[config.mk]
export PLATFORM = sky130hd
export DESIGN_NAME = bcd_display_scanner
export DESIGN_NICKNAME = d
export VERILOG_FILES = /design/src/rtl/clock_display_pkg.sv /design/src/rtl/bcd_to_7seg.sv /design/src/rtl/bcd_display_scanner.sv
export SDC_FILE = /design/constraint.sdc
export NUM_CORES = 1
export LEC_CHECK = 0
export BUFFER_PORTS_ARGS = -buffer_cell sky130_fd_sc_hd__buf_4
export CORE_MARGIN = 3
export CORE_UTILIZATION = 51
export CTS_CLUSTER_SIZE = 10
export DETAILED_ROUTE_END_ITERATION = 12
export GPL_TIMING_DRIVEN = 0
export PLACE_DENSITY_LB_ADDON = 0.1
export SLEW_MARGIN = 10
export SYNTH_ARGS = -nofsm -noshare
export SYNTH_HDL_FRONTEND = slang
export SYNTH_SLANG_ARGS = --single-unit
[constraint.sdc]
create_clock -name clk -period 2.3 [get_ports clk]
set_input_delay 0 -clock clk [delete_from_list [all_inputs] [get_ports clk]]
set_output_delay 0 -clock clk [all_outputs]
set_load 0.01 [all_outputs]
[src/rtl/clock_display_pkg.sv]
// clock_display_pkg: segment codes, blink field codes and digit count shared by the display path
package clock_display_pkg;
  localparam int NUM_DIGITS = 6;
  localparam logic [6:0] SEG_0    = 7'h40;
  localparam logic [6:0] SEG_1    = 7'h79;
  localparam logic [6:0] SEG_2    = 7'h24;
  localparam logic [6:0] SEG_3    = 7'h30;
  localparam logic [6:0] SEG_4    = 7'h19;
  localparam logic [6:0] SEG_5    = 7'h12;
  localparam logic [6:0] SEG_6    = 7'h02;
  localparam logic [6:0] SEG_7    = 7'h78;
  localparam logic [6:0] SEG_8    = 7'h00;
  localparam logic [6:0] SEG_9    = 7'h10;
  localparam logic [6:0] SEG_DASH = 7'h3F;
  localparam logic [6:0] SEG_OFF  = 7'h7F;
  localparam logic [5:0] AN_OFF   = 6'h3F;
  typedef enum logic [1:0] {
    BLINK_NONE = 2'b00,
    BLINK_HR   = 2'b01,
    BLINK_MIN  = 2'b10,
    BLINK_SEC  = 2'b11
  } blink_sel_e;
  function automatic logic [5:0] blink_mask(input logic [1:0] sel);
    return sel == BLINK_HR  ? 6'b110000 :
           sel == BLINK_MIN ? 6'b001100 :
           sel == BLINK_SEC ? 6'b000011 : 6'b000000;
  endfunction
endpackage

[src/rtl/bcd_to_7seg.sv]
// bcd_to_7seg: BCD digit to active-low {g,f,e,d,c,b,a} segments, dash for codes above 9
module bcd_to_7seg
  import clock_display_pkg::*;
(
  input  logic [3:0] i_bcd,
  output logic [6:0] o_seg
);
  always_comb begin
    o_seg = SEG_DASH;
    case (i_bcd)
      4'd0: o_seg = SEG_0;
      4'd1: o_seg = SEG_1;
      4'd2: o_seg = SEG_2;
      4'd3: o_seg = SEG_3;
      4'd4: o_seg = SEG_4;
      4'd5: o_seg = SEG_5;
      4'd6: o_seg = SEG_6;
      4'd7: o_seg = SEG_7;
      4'd8: o_seg = SEG_8;
      4'd9: o_seg = SEG_9;
      default: o_seg = SEG_DASH;
    endcase
  end
endmodule

[src/rtl/bcd_display_scanner.sv]
// bcd_display_scanner: time-multiplexes a frame-snapshotted HH:MM:SS onto a 6-digit common-anode display
// ports: clk, reset_n (async low), enable, six BCD digits, blink_sel -> an[5:0], seg[6:0], dp (all active-low)
module bcd_display_scanner
  import clock_display_pkg::*;
#(
  parameter int REFRESH_DIV  = 1000,
  parameter int BLINK_FRAMES = 64,
  parameter bit LZ_BLANK     = 1'b1
) (
  input  logic       clk,
  input  logic       reset_n,
  input  logic       enable,
  input  logic [3:0] ms_hr,
  input  logic [3:0] ls_hr,
  input  logic [3:0] ms_min,
  input  logic [3:0] ls_min,
  input  logic [3:0] ms_sec,
  input  logic [3:0] ls_sec,
  input  logic [1:0] blink_sel,
  output logic [5:0] an,
  output logic [6:0] seg,
  output logic       dp
);
  localparam int DW = $clog2(REFRESH_DIV);
  localparam int FW = BLINK_FRAMES > 1 ? $clog2(BLINK_FRAMES) : 1;
  logic [DW-1:0] r_div;
  logic [2:0]    r_idx;
  logic [FW-1:0] r_frame_cnt;
  logic          r_blink_phase;
  logic          r_snap_pending;
  logic [3:0]    r_snap [NUM_DIGITS];
  logic [5:0]    r_an;
  logic [6:0]    r_seg;
  logic          r_dp;
  logic          w_slot_end;
  logic          w_wrap;
  logic [3:0]    w_digit;
  logic [5:0]    w_sel;
  logic          w_dark;
  logic [6:0]    w_seg;
  assign w_slot_end = r_div == DW'(REFRESH_DIV - 1);
  assign w_wrap     = w_slot_end && r_idx == 3'd5;
  assign w_sel      = 6'b1 << r_idx;
  assign w_digit    = r_idx == 3'd5 ? r_snap[5] :
                      r_idx == 3'd4 ? r_snap[4] :
                      r_idx == 3'd3 ? r_snap[3] :
                      r_idx == 3'd2 ? r_snap[2] :
                      r_idx == 3'd1 ? r_snap[1] : r_snap[0];
  // dark covers disabled scanning, blink-phase blanking and leading-zero hours
  assign w_dark = !enable
               || (r_blink_phase && |(blink_mask(blink_sel) & w_sel))
               || (LZ_BLANK && r_idx == 3'd5 && r_snap[5] == 4'd0);
  bcd_to_7seg u_dec (
    .i_bcd(w_digit),
    .o_seg(w_seg)
  );
  always_ff @(posedge clk or negedge reset_n)
    if (!reset_n) begin
      r_div          <= '0;
      r_idx          <= '0;
      r_frame_cnt    <= '0;
      r_blink_phase  <= 1'b0;
      r_snap_pending <= 1'b1;
      r_snap         <= '{default: 4'd0};
    end else if (enable) begin
      r_div <= w_slot_end ? '0 : r_div + 1'b1;
      if (w_slot_end)
        r_idx <= r_idx == 3'd5 ? 3'd0 : r_idx + 3'd1;
      if (w_wrap) begin
        r_frame_cnt   <= r_frame_cnt == FW'(BLINK_FRAMES - 1) ? '0 : r_frame_cnt + 1'b1;
        r_blink_phase <= r_blink_phase ^ (r_frame_cnt == FW'(BLINK_FRAMES - 1));
      end
      // snapshot at frame start keeps a frame tear-free
      if (r_snap_pending || w_wrap) begin
        r_snap_pending <= 1'b0;
        r_snap[0]      <= ls_sec;
        r_snap[1]      <= ms_sec;
        r_snap[2]      <= ls_min;
        r_snap[3]      <= ms_min;
        r_snap[4]      <= ls_hr;
        r_snap[5]      <= ms_hr;
      end
    end
  always_ff @(posedge clk or negedge reset_n)
    if (!reset_n) begin
      r_an  <= AN_OFF;
      r_seg <= SEG_OFF;
      r_dp  <= 1'b1;
    end else begin
      r_an  <= w_dark ? AN_OFF : ~w_sel;
      r_seg <= w_dark ? SEG_OFF : w_seg;
      r_dp  <= w_dark || !(r_idx == 3'd2 || r_idx == 3'd4);
    end
  assign an  = r_an;
  assign seg = r_seg;
  assign dp  = r_dp;
endmodule

* Word-level counts from Yosys, hierarchy flattened
Memories as Yosys holds them, arrays and structs flattened.
Cells that the tools add are included.
** Storage, ports and cells
- Register bits after elaboration :: 59
- ROM bits :: 112
- Input port bits :: 29
- Output and inout bits :: 14
- Memories kept :: 1
** Memories
- (name not given) :: depth 16, width 7, read ports 1, clocked after Yosys merged registers in 0, wr ports 0, line bcd_to_7seg.sv:10 : case (i_bcd)
** Operators by class
- Add/subtract/negate cells :: 3
- Equal/unequal tests :: 10
- Shift-type cells :: 1
- Multiplexer cells :: 13
- Bitwise gates (word level) :: 3
- Reduce and logical (&&, ||, !) cells :: 15
** Operator list (number)
- $mux 4 :: 6
- $mux 6 :: 3
- $add 10x1->10 const B :: 1
- $eq 10x10->1 const B :: 1
- $mux 10 :: 1
- $mux 7 :: 1
- $add 6x1->6 const B :: 1
- $and 6x6->6 :: 1
- $eq 3x2->1 const B :: 2
- $eq 3x3->1 const B :: 2
- $eq 6x6->1 const B :: 1
- $not 6->6 :: 1
- $reduce_and 2->1 :: 3
- $reduce_or 6->1 :: 1
- $shl 1x3->6 const A :: 1
- $logic_or 1x1->1 :: 5
- $eq 2x2->1 const B :: 2
- $logic_not 4->1 :: 1
- $add 3x1->3 const B :: 1
- $eq 3x1->1 const B :: 1
- $logic_and 1x1->1 :: 3
- $mux 3 :: 1
- $eq 2x1->1 const B :: 1
- $logic_not 1->1 :: 2
- 2 further kinds :: 2

* Longest topological paths before layout
- Word-level depth :: 10
- Gate-level depth with buffers :: 11

* Modules after synthesis
From an unflattened synthesis, not the netlist that was laid out.
** Second synthesis, totals
- Cells, all modules :: 278
- Area total of the unflattened synthesis :: 3150.5 µm²
** By module, submodules not included
- bcd_display_scanner :: instances 1, cells an instance 247, area each 2926.6 µm², sequential area each 1495.2 µm²
- bcd_to_7seg :: instances 1, cells an instance 31, area each 224.0 µm², sequential area each 0.0 µm²

* Worst setup path after synthesis
OpenSTA, ideal clock, no wires.
- Path kind :: reg-to-reg
- Start point :: reg r_idx[1]
- End point :: reg r_seg[3] (netlist: seg[3])
- Arrival :: 2150 ps
- Slack :: 51 ps
- Cell stages (with the launch flop) :: 12
- Path buffers :: 2
- Cells stage by stage :: dfrtp_1 -> buf_6 -> and2_4 -> ha_1 -> clkbuf_1 -> o21bai_1 -> o41a_1 -> inv_1 -> ha_1 -> inv_1 -> o21ai_0 -> o311ai_1
** On the way
- Word-level cells in the longest chain between the ends :: 8
- Elaborated cells between the ends (all ways) :: 19
- Classes of those cells :: eq/ne: 5; shift: 1; mux: 6; bitwise: 1; reduce/logical: 5; memory: 1
** RTL lines
- start: declaration :: line bcd_display_scanner.sv:27 : logic [2:0] r_idx;
- start signal: assignment :: line bcd_display_scanner.sv:68 : r_idx <= r_idx == 3'd5 ? 3'd0 : r_idx + 3'd1;
- $eq 3x1->1 :: line bcd_display_scanner.sv:48 : r_idx == 3'd1 ? r_snap[1] : r_snap[0];
- $mux 4 :: line bcd_display_scanner.sv:48
- $mux 4 :: line bcd_display_scanner.sv:47 : r_idx == 3'd2 ? r_snap[2] :
- $mux 4 :: line bcd_display_scanner.sv:46 : r_idx == 3'd3 ? r_snap[3] :
- $mux 4 :: line bcd_display_scanner.sv:45 : r_idx == 3'd4 ? r_snap[4] :
- $mux 4 :: line bcd_display_scanner.sv:44 : assign w_digit = r_idx == 3'd5 ? r_snap[5] :
- $mem_v2 16x7
- $mux 7 * :: line bcd_display_scanner.sv:91 : r_seg <= w_dark ? SEG_OFF : w_seg;
- end signal: assignment :: line bcd_display_scanner.sv:91
- end: declaration :: line bcd_display_scanner.sv:33 : logic [6:0] r_seg;
Every way passes the cells marked *; elsewhere a longest branch is shown, timed or not.
A chain may end at the register's enable or synchronous reset.

* Worst setup path in the final report
- Start point :: reg r_div[0]
- End point :: reg r_snap[16] in the netlist's numbering
** On the way
- Word-level cells in the longest chain between the ends :: 4
** RTL lines
- start: declaration :: line bcd_display_scanner.sv:26 : logic [DW-1:0] r_div;
- start signal: assignment :: line bcd_display_scanner.sv:66 : r_div <= w_slot_end ? '0 : r_div + 1'b1;
- $eq 10x10->1 :: line bcd_display_scanner.sv:41 : assign w_slot_end = r_div == DW'(REFRESH_DIV - 1);
- $logic_and 1x1->1 :: line bcd_display_scanner.sv:42 : assign w_wrap = w_slot_end && r_idx == 3'd5;
- $logic_or 1x1->1 :: line bcd_display_scanner.sv:74 : if (r_snap_pending || w_wrap) begin
- $reduce_and 2->1 (no line)
- end: declaration :: line bcd_display_scanner.sv:31 : logic [3:0] r_snap [NUM_DIGITS];
No other way between the ends.

==> run_results.csv <==
group,metric,value,unit
synth,synth_edf_count,0,
setup_path,cp.required,2.52,ns
synth,synth_fp_nets,286,
detailed_routing,wirelength,5.957,mm
placement,dpl.cell_count,366,
setup_path,max_stage_delay,0.39,ns
grt,grt_pass1_vias,2120,
synth,ys.flop_type,"dfrtp_1",
detailed_routing,drc_errors,0,
synth,ys_warn_count,0,
power_and_ir_drop,power.leakage,1.762,nW
setup_path,end_kind,"flop",
power_and_ir_drop,switching_share,0.2508,
cells_and_area,utilization,0.6908,
synth,synthSimpleGateAreaFrac,0.1631,
power_and_ir_drop,finalPower,2.273,mW
placement,place_congestion,0.8194,
synth,synth_top_family_by_area,"simple AND/OR/NAND/NOR gates",
synth,avgSynthCellArea,11.65,um2
floorplan,die_x,82.01,um
hold_path,hold_class,"in2reg",
setup_path,cp_cell_sequence,"ha_1, and3_4, and4_4, and4b_4, nand3_4, nand2_8, buf_12, mux2_4",
cells_and_area,nNetsFinal,365,
sta,max_clock_freq,458.7,MHz
cells_and_area,drive_gt1_frac,0.3591,
power_and_ir_drop,pwr-share-comb,0.110,
power_and_ir_drop,pwr-share-clk,0.369,
sta,hold_viol,0,
power_and_ir_drop,ir_worst_vdd,384.6,uV
grt,grt_usage,0.1979,
sta,final-setup-viol-count,0,
synth,ys_types,53,
sta,finalCritPeriodShare,0.9479,
sta,fin_worst_skew,0.009429,ns
setup_path,startpoint_type,"flop",
placement,port_buffers,41,
detailed_routing,first_pass_iters,4,
setup_path,cp_data_arrival_time,2.40,ns
synth,synth_xor_area_frac,0.03864,
run_status,status,"complete, no violations",
floorplan,ios,43,
synth,syn_inst,253,
synth,syn_area,2947,um2
synth,ys_ff_latch,59,
clocking,htree_levels,3,
sta,max_slew_margin,0.5213,
cells_and_area,syn2layout_area_growth,29.89,%
clocking,clkSinkCount,59,
sta,worst_pin_slew,0.7181,ns
setup_path,cpMaxStageDelayCell,"dfrtp_1",
detailed_routing,routedWlPerCell,14.56,um
flow_run,cap_violations,0,
floorplan,dieArea,6726,um2
synth,synth-compound-area-share,0.09682,
floorplan,die_y,82.01,um
power_and_ir_drop,internal-power,1.703,mW
setup_path,crit_type,"reg2reg",
synth,yosysSeqAreaShare,0.5074,
clocking,cts-root-buf,"clkbuf_8",
synth,postSynth.asyncResetShare,1.000,
detailed_routing,ant_nets,0,
placement,dpl.hpwl,3.915,mm
cells_and_area,antenna_cells,0,
cells_and_area,fin_cells,409,
clocking,cts_buffer_depth,2,
detailed_routing,drt-vias-per-instance,5.254,
power_and_ir_drop,power.net_switching,0.5702,mW
grt,grt_overflow,0,
clocking,insertion_delay,0.34,ns
floorplan,start_util,0.5318,
sta,rsz0062_at_grt,"no",
sta,holdWs,0.2102,ns
clocking,cts-buffers-inserted,9,
floorplan,row_count,27,
synth,synthMuxAreaShare,0.1350,
detailed_routing,dr.first_iter.drc_count,104,
setup_path,critical_path.max_fanout,10,
sta,slew_violations,0,
sta,min_period,2.180,ns
grt,grt_pass1_wl,9.811,mm
grt,antenna_found_initial,0,
power_and_ir_drop,seq_power_share,0.521,
power_and_ir_drop,powerDensity,594.0,nW/um2
floorplan,coreArea,5540,um2
detailed_routing,route.vias.total,2149,
grt,grt_max_degree,60,
clocking,path_clk_slew,0.06,ns
clocking,cts_tree,"done",
synth,synthAdderAreaFrac,0.01699,
[logic make-up after synthesis]
family / count (synthesis)
AND/OR/NAND/NOR: 86
flip-flops: 59
AO/OA/AOI/OAI: 44
multiplexers: 29
buffers and inverters: 18
XOR/XNOR: 13
adder cells (fa/ha/maj): 4
[timing repair]
| item | in CTS | in global routing |
|---|---|---|
| endpoints found under the hold margin | 71 | 0 |
| pin swaps | 1 | 1 |
| hold buffers | 26 | 0 |
| setup endpoints to repair | 11 | 11 |
| resized for setup | 2 | 8 |
| buffers inserted | 1 | 1 |
[metrics by stage]
stage          worst slack, ns  TNS (ns)  instance area [um2]
4_1_cts                0.01348         0                 3786
3_3_place_gp           -0.2384    -1.334                 3344
3_5_place_dp           -0.2704    -1.364                 3344
2_1_floorplan          0.05117         0                 2947
6_report                0.1199         0                 3827
5_1_grt                0.01673         0                 3827
[Yosys cell counts, drive strengths merged, types with 6 or more instances]
library cell | count | share of area
nand2 | 24 | 0.036
xnor2 | 8 | 0.024
dfrtp | 44 | 0.37
buf | 10 | 0.032
nor2b | 7 | 0.015
nand2b | 6 | 0.013
nand3 | 6 | 0.014
mux2 | 26 | 0.12
inv | 7 | 0.0089
a21oi | 10 | 0.017
dfstp | 15 | 0.13
o21ai | 13 | 0.022
nor2 | 19 | 0.024
[power groups by stage]
| stage | clock (mW) | sequential, mW | combinational, mW |
|---|---|---|---|
| after global placement | 0 | 1.20 | 0.207 |
| final | 0.839 | 1.18 | 0.251 |
| after detailed placement | 0 | 1.20 | 0.215 |
| after global routing | 0.905 | 1.19 | 0.282 |
| after CTS | 0.852 | 1.18 | 0.254 |
| after floorplan | 0 | 1.19 | 0.124 |
[state kept, by name, summed over array words and instances (netlist names)]
register and cells:
r_blink_phase 1, r_div 10, r_snap 24, dp 1
r_frame_cnt 6, seg 7, r_idx 3, r_snap_pending 1
an 6
[routing by layer]
layer	track usage	share of wire	up-vias
li1	-	-	1052
met1	0.2653	0.48	1028
met2	0.2940	0.45	58
met3	0.05702	0.050	11
met4	0.09468	0.022	0
met5	0	0	-
[placed cells by master (no fill, tap or decap), drive strengths merged, types with 5 or more instances in the layout]
cell type / count
nor3: 5
nand3: 6
inv: 7
clkbuf: 14
buf: 53
dlygate4sd3: 26
o21ai: 13
nand2b: 6
a21oi: 10
dfrtp: 44
xor2: 5
nand2: 24
nor2b: 7
xnor2: 8
dfstp: 15
nor2: 19
mux2: 26
[final cells by class]
cell class | count | area, um2
sequential | 59 | 1498
inverter | 7 | 26.28
multi-input combinational | 176 | 1359
fill | 425 | 1713
clock buffer | 14 | 162.7
clock inverter | 2 | 10.01
timing repair buffer | 69 | 583.1
buffer | 10 | 98.84
tap | 72 | 90.09
[critical path, delay by kind of cell (launching register included)]
kind / cells / cell delay, ns
flops: 1 / 0.39
mux: 1 / 0.30
simple gates: 5 / 1.01
fa+ha+maj: 1 / 0.19
buf+inv: 1 / 0.15
[worst paths after layout]
path | startpoint | end | slack, ns | depth (start not counted)
max | r_div[0] | r_snap[16] | 0.12 | 8
min | blink_sel[1] | seg[1] | 0.21 | 5
max reg2reg | r_div[0] | r_snap[16] | 0.12 | 8
min reg2reg | r_snap_pending | r_snap_pending | 0.50 | 1
max in group asynchronous | reset_n | r_idx[0] | 1.52 | 2
min in group asynchronous | reset_n | r_snap[14] | 0.26 | 2
No activity file was read; power rests on OpenSTA's default activity.
